`config.mk`:
```
export PLATFORM = sky130hd
export DESIGN_NAME = io_input_buffer_flat
export DESIGN_NICKNAME = d
export VERILOG_FILES = /design/src/rtl/io_pkg.sv /design/src/rtl/io_input_buffer_if.sv /design/src/rtl/io_debounce.sv /design/src/rtl/io_input_buffer.sv /design/src/flat_wrapper.sv
export SDC_FILE = /design/constraint.sdc
export NUM_CORES = 1
export LEC_CHECK = 0
export CELL_PAD_IN_SITES_DETAIL_PLACEMENT = 1
export CELL_PAD_IN_SITES_GLOBAL_PLACEMENT = 2
export CORE_AREA = 4 4 177 179
export DETAILED_ROUTE_END_ITERATION = 7
export DIE_AREA = 0 0 181 183
export PLACE_DENSITY_LB_ADDON = 0.1
export SETUP_SLACK_MARGIN = 0.2
export SYNTH_ARGS = -nofsm -noshare
export SYNTH_HDL_FRONTEND = slang
export SYNTH_SLANG_ARGS = --single-unit
```
`constraint.sdc`:
```
create_clock -name i_clk -period 2.6 [get_ports i_clk]
set_input_delay 0.52 -clock i_clk [delete_from_list [all_inputs] [get_ports i_clk]]
set_output_delay 0.52 -clock i_clk [all_outputs]
set_load 0.1 [all_outputs]
```
`src/rtl/io_pkg.sv`:
```
// Shared I/O region definitions: page numbers, the decoded store target and
// a byte-lane merge helper. output_mux uses the same page constants.
package io_pkg;

  localparam logic [19:0] IO_LEDR_PAGE = 20'h10000;
  localparam logic [19:0] IO_LEDG_PAGE = 20'h10001;
  localparam logic [19:0] IO_HEXL_PAGE = 20'h10002;
  localparam logic [19:0] IO_HEXH_PAGE = 20'h10003;
  localparam logic [19:0] IO_LCD_PAGE  = 20'h10004;
  localparam logic [19:0] IO_SW_PAGE   = 20'h10010;
  localparam logic [19:0] IO_BTN_PAGE  = 20'h10011;

  localparam int N_OUT_BUF = 5;

  typedef enum logic [2:0] {
    SEL_NONE = 3'd0,
    SEL_LEDR = 3'd1,
    SEL_LEDG = 3'd2,
    SEL_HEXL = 3'd3,
    SEL_HEXH = 3'd4,
    SEL_LCD  = 3'd5
  } io_sel_e;

  // Map a store page to its writable buffer; SW/BTN and unknown pages give SEL_NONE.
  function automatic io_sel_e io_decode(input logic [19:0] page);
    case (page)
      IO_LEDR_PAGE: io_decode = SEL_LEDR;
      IO_LEDG_PAGE: io_decode = SEL_LEDG;
      IO_HEXL_PAGE: io_decode = SEL_HEXL;
      IO_HEXH_PAGE: io_decode = SEL_HEXH;
      IO_LCD_PAGE:  io_decode = SEL_LCD;
      default:      io_decode = SEL_NONE;
    endcase
  endfunction

  // Replace only the byte lanes whose strobe bit is set.
  function automatic logic [31:0] byte_merge(input logic [31:0] old_val,
                                             input logic [31:0] new_val,
                                             input logic [3:0]  strb);
    logic [31:0] res;
    res = old_val;
    for (int n = 0; n < 4; n++) begin
      if (strb[n]) res[8*n +: 8] = new_val[8*n +: 8];
    end
    return res;
  endfunction

endpackage

```
`src/rtl/io_input_buffer_if.sv`:
```
// LSU store path into the I/O region. A store is taken on any cycle where
// st_en && io_valid is high; there is no back-pressure, so no ready signal.
interface io_input_buffer_if;
  logic        st_en;
  logic        io_valid;
  logic [31:0] st_addr;
  logic [31:0] st_data;
  logic [3:0]  st_strb;

  modport master (output st_en, io_valid, st_addr, st_data, st_strb);
  modport slave  (input  st_en, io_valid, st_addr, st_data, st_strb);
endinterface

```
`src/rtl/io_debounce.sv`:
```
// Two-flop synchroniser followed by a hold-time debouncer for a pin vector.
// A new synced value is accepted only after it has held for DB_CYCLES cycles.
module io_debounce #(
  parameter int W         = 10,
  parameter int DB_CYCLES = 50000
) (
  input  logic         clk,
  input  logic         rst_n,
  input  logic [W-1:0] din,
  output logic [W-1:0] dout
);
  localparam int CW = (DB_CYCLES > 1) ? $clog2(DB_CYCLES) : 1;
  localparam logic [CW-1:0] CNT_MAX = CW'(DB_CYCLES - 1);

  logic [W-1:0]  s1, s2, stable;
  logic [CW-1:0] cnt;

  // Sync chain, hold counter and accepted value; counter restarts on any movement.
  always_ff @(posedge clk or negedge rst_n) begin
    if (!rst_n) begin
      s1     <= '0;
      s2     <= '0;
      stable <= '0;
      cnt    <= '0;
    end else begin
      s1 <= din;
      s2 <= s1;
      if (s1 != s2) begin
        cnt <= '0;
      end else if (s2 == stable) begin
        cnt <= '0;
      end else if (cnt == CNT_MAX) begin
        stable <= s2;
        cnt    <= '0;
      end else begin
        cnt <= cnt + CW'(1);
      end
    end
  end

  assign dout = stable;
endmodule

```
`src/rtl/io_input_buffer.sv`:
```
// Write side of the memory-mapped I/O region: byte-lane store capture into the
// LEDR/LEDG/HEXL/HEXH/LCD buffers, plus debounced SW/BTN input buffers.
module io_input_buffer
  import io_pkg::*;
#(
  parameter int SW_W           = 10,
  parameter int BTN_W          = 4,
  parameter int DB_CYCLES      = 50000,
  parameter bit BTN_ACTIVE_LOW = 1'b1
) (
  input  logic                  i_clk,
  input  logic                  i_reset,
  io_input_buffer_if.slave      st,
  input  logic [SW_W-1:0]       i_io_sw,
  input  logic [BTN_W-1:0]      i_io_btn,
  output logic [31:0]           b_io_ledr,
  output logic [31:0]           b_io_ledg,
  output logic [31:0]           b_io_hexl,
  output logic [31:0]           b_io_hexh,
  output logic [31:0]           b_io_lcd,
  output logic [31:0]           b_io_sw,
  output logic [31:0]           b_io_btn
);
  io_sel_e               sel;
  logic [N_OUT_BUF-1:0]  wr_hit;
  logic [31:0]           obuf [N_OUT_BUF];
  logic [SW_W-1:0]       sw_db;
  logic [BTN_W-1:0]      btn_in, btn_db;

  // Decode the store into a one-hot write select over the five output buffers.
  always_comb begin
    wr_hit = '0;
    sel    = io_decode(st.st_addr[31:12]);
    if (st.st_en && st.io_valid && sel != SEL_NONE) begin
      wr_hit[32'(sel) - 1] = 1'b1;
    end
  end

  // Output buffers: only strobed lanes of the selected buffer update.
  always_ff @(posedge i_clk or negedge i_reset) begin
    if (!i_reset) begin
      for (int i = 0; i < N_OUT_BUF; i++) obuf[i] <= '0;
    end else begin
      for (int i = 0; i < N_OUT_BUF; i++) begin
        if (wr_hit[i]) obuf[i] <= byte_merge(obuf[i], st.st_data, st.st_strb);
      end
    end
  end

  assign b_io_ledr = obuf[0];
  assign b_io_ledg = obuf[1];
  assign b_io_hexl = obuf[2];
  assign b_io_hexh = obuf[3];
  assign b_io_lcd  = obuf[4];

  // Buttons become 1 = pressed before sync, so the reset-zero chain is "released".
  assign btn_in = BTN_ACTIVE_LOW ? ~i_io_btn : i_io_btn;

  io_debounce #(.W(SW_W), .DB_CYCLES(DB_CYCLES)) u_sw_db (
    .clk   (i_clk),
    .rst_n (i_reset),
    .din   (i_io_sw),
    .dout  (sw_db)
  );

  io_debounce #(.W(BTN_W), .DB_CYCLES(DB_CYCLES)) u_btn_db (
    .clk   (i_clk),
    .rst_n (i_reset),
    .din   (btn_in),
    .dout  (btn_db)
  );

  assign b_io_sw  = 32'(sw_db);
  assign b_io_btn = 32'(btn_db);
endmodule

```
`src/flat_wrapper.sv`:
```
// flat-port wrapper written by rule: the top's interface ports become plain ports
module io_input_buffer_flat import io_pkg::*;
#(
  parameter int SW_W           = 10,
  parameter int BTN_W          = 4,
  parameter int DB_CYCLES      = 50000,
  parameter bit BTN_ACTIVE_LOW = 1'b1
)
  (i_clk, i_reset, i_io_sw, i_io_btn, b_io_ledr, b_io_ledg, b_io_hexl, b_io_hexh, b_io_lcd, b_io_sw, b_io_btn, st_st_en, st_io_valid, st_st_addr, st_st_data, st_st_strb);
  io_input_buffer_if st_i ();
  input  logic i_clk;
  input  logic i_reset;
  input  logic [SW_W-1:0] i_io_sw;
  input  logic [BTN_W-1:0] i_io_btn;
  output logic [31:0] b_io_ledr;
  output logic [31:0] b_io_ledg;
  output logic [31:0] b_io_hexl;
  output logic [31:0] b_io_hexh;
  output logic [31:0] b_io_lcd;
  output logic [31:0] b_io_sw;
  output logic [31:0] b_io_btn;
  input wire logic [$bits(st_i.st_en)-1:0] st_st_en;
  input wire logic [$bits(st_i.io_valid)-1:0] st_io_valid;
  input wire logic [$bits(st_i.st_addr)-1:0] st_st_addr;
  input wire logic [$bits(st_i.st_data)-1:0] st_st_data;
  input wire logic [$bits(st_i.st_strb)-1:0] st_st_strb;
  assign st_i.st_en = st_st_en;
  assign st_i.io_valid = st_io_valid;
  assign st_i.st_addr = st_st_addr;
  assign st_i.st_data = st_st_data;
  assign st_i.st_strb = st_st_strb;
  io_input_buffer #(.SW_W(SW_W), .BTN_W(BTN_W), .DB_CYCLES(DB_CYCLES), .BTN_ACTIVE_LOW(BTN_ACTIVE_LOW)) u_core (.i_clk(i_clk), .i_reset(i_reset), .st(st_i), .i_io_sw(i_io_sw), .i_io_btn(i_io_btn), .b_io_ledr(b_io_ledr), .b_io_ledg(b_io_ledg), .b_io_hexl(b_io_hexl), .b_io_hexh(b_io_hexh), .b_io_lcd(b_io_lcd), .b_io_sw(b_io_sw), .b_io_btn(b_io_btn));
endmodule
```
; ---- After elaboration in Yosys (flattened, before gate mapping)
; Cells that the tools add are included.
[op_classes]
n_addsub = 3
n_mul = 0
div = 0
n_lt_le_gt_ge = 2
eq_ne = 11
shift = 0
n_mux = 10
bitwise = 5
reduce_logical = 26
[ops]
columns = op, count
row1 = "== test 20 x 17 -> 1 bit, second input constant", 5
row2 = two-way mux 16 bit, 6
row3 = AND reduction 2 bit, 20
row4 = "adder 16 x 1 -> 16 bit, second input constant", 2
row5 = "== test 16 bit, second input constant", 2
row6 = "greater-or-equal comparator 32 x 1 -> 1 bit, second input constant", 1
row7 = "< comparator 32 x 4 -> 1 bit, second input constant", 1
row8 = case mux 3 bit (5 select lines), 1
row9 = == test 10 bit, 1
row10 = inequality test 10 bit, 1
row11 = AND reduction 3 bit, 2
row12 = two-way mux 5 bit, 1
row13 = == test 4 bit, 1
row14 = inequality test 4 bit, 1
row15 = NOT 1 bit, 4
row16 = NOT 4 bit, 1
row17 = "subtractor 3 x 1 -> 4 bit, second input constant", 1
row18 = demux 1 bit (select 3 bit), 1
row19 = logical AND 1 bit, 3
row20 = nonzero test 3 bit, 1
row21 = two-way mux 1 bit, 1
[word_totals]
reg_bits = 234
latch_bits = 0
ramBits = 0
mem_bits_ro = 0
word_cells = 85
mem_count = 0

; ---- Longest topological paths before layout
[logic_depth]
depth_word = 9
depth_mapped = 10
ltp_nobuf = 9

; ---- By module
; Synthesis repeated with hierarchy kept, for this count alone.
[hier_totals]
cells_unflattened = 699
hier_area_um2 = 10089.7
[by_module_without_submodules]
columns = module, instances, cells_per_inst, area_per_inst_um2
row1 = io_input_buffer, 1, 448, 6937.9
row2 = io_debounce at u_core.u_sw_db, 1, 143, 1915.6
row3 = io_debounce at u_core.u_btn_db, 1, 108, 1236.2

; ---- Least setup slack after synthesis
; No wires, ideal clock.
[synth_timing]
path_type = input port to flip-flop
from = input port st_st_addr[26]
to = register u_core.obuf (netlist bit u_core.b_io_ledg[0])
setup_time_ns = 0.128
arrival_ns = 3.255
setup_slack_ns = -0.783
stages = 9
path_buffers = 0
path_cell_list = nor4b_1 nand4_1 or4_1 ha_1 a211o_1 a21o_1 a211oi_1 nand2_1 mux2_1
[synth_between]
elab_chain_len = 9
elab_cells_between_ends = 16
cone_classes = 1 x add/sub / 2 x order compare / 5 x eq/ne / 4 x mux / 4 x reduce/logical
[synth_rtl]
columns = item, line
row1 = start: declaration, flat_wrapper.sv:24  ; input wire logic [$bits(st_i.st_addr)-1:0] st_st_addr;
row2 = == test 20 x 17 -> 1 bit, io_pkg.sv:26  ; case (page)
row3 = case mux 3 bit (5 select lines) (*), io_pkg.sv:26
row4 = subtractor 3 x 1 -> 4 bit, io_input_buffer.sv:35  ; wr_hit[32'(sel) - 1] = 1'b1;
row5 = greater-or-equal comparator 32 x 1 -> 1 bit (implied by the code) / < comparator 32 x 4 -> 1 bit (equally long branches), io_input_buffer.sv:35
row6 = logical AND 1 bit (implied by the code), io_input_buffer.sv:35
row7 = two-way mux 1 bit (implied by the code), io_input_buffer.sv:35
row8 = demux 1 bit (select 3 bit), -
row9 = two-way mux 5 bit (*), io_input_buffer.sv:34  ; if (st.st_en && st.io_valid && sel != SEL_NONE) begin
row10 = AND reduction 2 bit (no source line) (*), -
row11 = end signal: indexed assignment, io_input_buffer.sv:45  ; if (wr_hit[i]) obuf[i] <= byte_merge(obuf[i], st.st_data, st.st_strb);
row12 = end: declaration, io_input_buffer.sv:26  ; logic [31:0] obuf [N_OUT_BUF];
; Mark *: on every way between the ends. The rest lies on a longest branch, timed or not.
; A chain may end at the register's enable or synchronous reset.

; ---- Final worst setup path
[layout_timing]
from = input port st_st_addr[29]
to = register u_core.obuf (netlist bit u_core.b_io_ledg[13])
; Same word-level chain as after synthesis.

==> impl_results.md <==
- Ratio of cells with drive above 1 in the final layout: 46.9%
- Post-synth top cells: dfrtp_1 (234), mux2_2 (133), buf_4 (50)
- Io pins: 310
- Multi-input logic area: 3960 µm²
- Worst hold slack: 391 ps
- Grt ovf: 0
- Synth Warn #: 0
- Final wirelength: 27200 µm
- Slew Viols, Final: 0
- Root buffer cell: clkbuf_16
- Req. time, crit path: 3010 ps
- Reg area: 5860 µm²
- LEAKAGE: 7.04 nW
- Power Dens Cells: 588 nW/µm²
- Post-synth EDFFs: 0
- Initial antenna violation count: 1
- Largest net degree at the start of global routing: 69
- Clk Latency, worst-skew pair: 530 ps
- Distinct cells, synth: 35
- Unrepaired setup endpoints after global routing: true
- Starting DRT DRC Count: 143
- Total Routing Usage GR: 16.1%
- GPL Wtd Cong: 0.792
- Critical Path Start Type: input port
- Least-Margin Pin Slew: 796 ps
- Die area: 33100 µm²
- Setup ws final: -342 ps
- Fraction of registers with async set/reset: 100%
- Num CTS Buffers: 28
- Final Cycle Share: 113%
- Yosys reg bits: 234
- Final HPWL DP: 20500 µm
- CP Capture Type: flip-flop
- Wirelength per Cell: 19.4 µm
- H-tree Lvls: 1
- Final hold vios: 0
- Slew headroom: 46.7%
- Rows: 63
- Vias per cell: 4.55
- Vias in the first global route: 7406
- Most frequent cell after synthesis: dfrtp_1
- Status: finished, violations left
- Sequential area share after synthesis: 60.0%
- Min Tclk post-route: 2940 ps
- Number of nets with antenna violations after routing: 0
- Failing checks: setup timing
- CTS clock-pin slew for the worst setup and hold paths: 60 ps
- Worst Hold Class: reg2reg
- Avg Cell Area, Syn: 14.2 µm²
- Die width: 181 µm
- Routed vias: 6385
- Synth area leader: dfrtp_1
- Residual DRC: 0
- Most area-consuming cells after synthesis: dfrtp_1 (60%), mux2_2 (15%), mux2_4 (4.9%)
- Max Freq: 340 MHz
- Worst VDD drop: 0.401 mV
- CTS Sinks: 234
- Nets: 1082
- Final setup violation count: 160
- Crit path max fanout: 8
- CTS tree: done
- Chip height: 183 µm
- Post-Syn Instances: 688
- Fillers: 3042
- Max clock buf depth: 3
- WP data arrival: 3350 ps
- First-pass GRT wire length: 43400 µm
- CP Class: in2reg
- Core footprint: 29600 µm²
- Synth Flop Type: dfrtp_1
- Post-route setup TNS: -46190 ps
- Clock Skews: 7.28 ps
- Share of the synthesized area in the top cell type: 60.0%
- Area grow syn2layout: 40.1%
- I/O Buffers: 247
- Max Cap Violations: 0
- Starting Density: 33.0%
- DRT Pass-1 Iters: 4
- Cell Area, Synth: 9750 µm²
## cell type report
type	instances	area share [%]
repair buffers	286	17.9
multi-input cells	435	29.0
clock inverters	5	0.211
well taps	390	3.57
clock buffers	46	6.22
inverters	7	0.192
diodes	1	0.0183
flip-flops and latches	234	42.9
## metal layers
metal / global-route usage (%) / vias to the layer above / part of all wire [%]
met3: 5.39 / 33 / 8.2
met2: 28.9 / 213 / 51
met5: 0 / - / 0
li1: - / 2885 / -
met4: 3.48 / 0 / 1.5
met1: 18.9 / 3254 / 39
## repair_timing
| item | 4_1_cts | 5_1_grt |
|---|---|---|
| hold endpoints to repair | 61 | 0 |
| endpoints found under the setup margin | 160 | 167 |
| hold buffers | 1 | 0 |
| resized for setup | 104 | 3 |
| setup buffers | 4 | 0 |
| pin swaps | 16 | 2 |
## state kept, by name, indices dropped and copies added (netlist names)
register / count
u_core.b_io_hexh: 32
u_core.b_io_hexl: 32
u_core.b_io_lcd: 32
u_core.b_io_ledg: 32
u_core.b_io_ledr: 32
u_core.u_btn_db.cnt: 16
u_core.u_btn_db.dout: 4
u_core.u_btn_db.s1: 4
u_core.u_btn_db.s2: 4
u_core.u_sw_db.cnt: 16
u_core.u_sw_db.dout: 10
u_core.u_sw_db.s1: 10
u_core.u_sw_db.s2: 10
## report_power, final
group	internal, W	switching (W)	total [W]
clock network	0.00221	0.00149	0.00370
logic	0.000142	0.000495	0.000637
registers	0.00367	0.0000213	0.00369
## cells in the final DEF, fill, tap and decap left out, types with 10 or more instances in the layout
master           count
buf_12              12
buf_2               10
buf_4              196
clkbuf_1            11
clkbuf_16           29
clkdlybuf4s50_1     54
conb_1              50
dfrtp_1            234
mux2_2             131
mux2_4              42
nand2_1             22
nand4_1             10
nor2_1              42
xnor2_1             30
xor2_1              27
## critical path: stages
cell and delay (ps):
buf_2 110, nor4b_4 250, nand4_1 240, or4_4 520, ha_4 190, a211o_1 290
a21o_1 230, a211oi_2 260, buf_4 200, nand2_4 60, buf_12 170, mux2_4 290
## kinds of logic after synthesis
| family | count (synthesis) | share of synthesized area, % |
|---|---|---|
| buf+inv | 68 | 4.57 |
| simple gates | 140 | 7.45 |
| compound gates | 10 | 0.937 |
| xor+xnor | 57 | 5.12 |
| fa+ha+maj | 4 | 0.513 |
| flops | 234 | 60.0 |
| mux | 174 | 21.3 |
| other cells | 1 | 0.0385 |
## metrics by stage
step	utilization (%)	worst slack, ps	cell area (µm²)	total power [W]	std cells
final	46.2	-342	13700	0.00803	1404
after global routing	46.2	-479	13700	0.00835	1404
after CTS	46.2	-318	13600	0.00816	1403
after detailed placement	42.5	-1400	12500	0.00439	1347
after global placement	42.5	-1260	12500	0.00438	1347
after floorplan	-	-729	10000	0.00419	737
## worst paths after layout
| path | start | to | slack (ps) | cells after the start |
|---|---|---|---|---|
| worst max-delay path | st_st_addr[29] | u_core.b_io_ledg[13] | -340 | 12 |
| worst min-delay path | u_core.u_sw_db.s1[4] | u_core.u_sw_db.s2[4] | 390 | 0 |
| worst max register to register | u_core.u_sw_db.cnt[12] | u_core.u_sw_db.dout[2] | 540 | 5 |
| worst min register to register | u_core.u_sw_db.s1[4] | u_core.u_sw_db.s2[4] | 390 | 0 |
| max in group asynchronous | i_reset | u_core.b_io_lcd[24] | 1210 | 3 |
| min in group asynchronous | i_reset | u_core.u_btn_db.s1[2] | 550 | 2 |
Note: power is estimated with default switching activity, not from simulation.
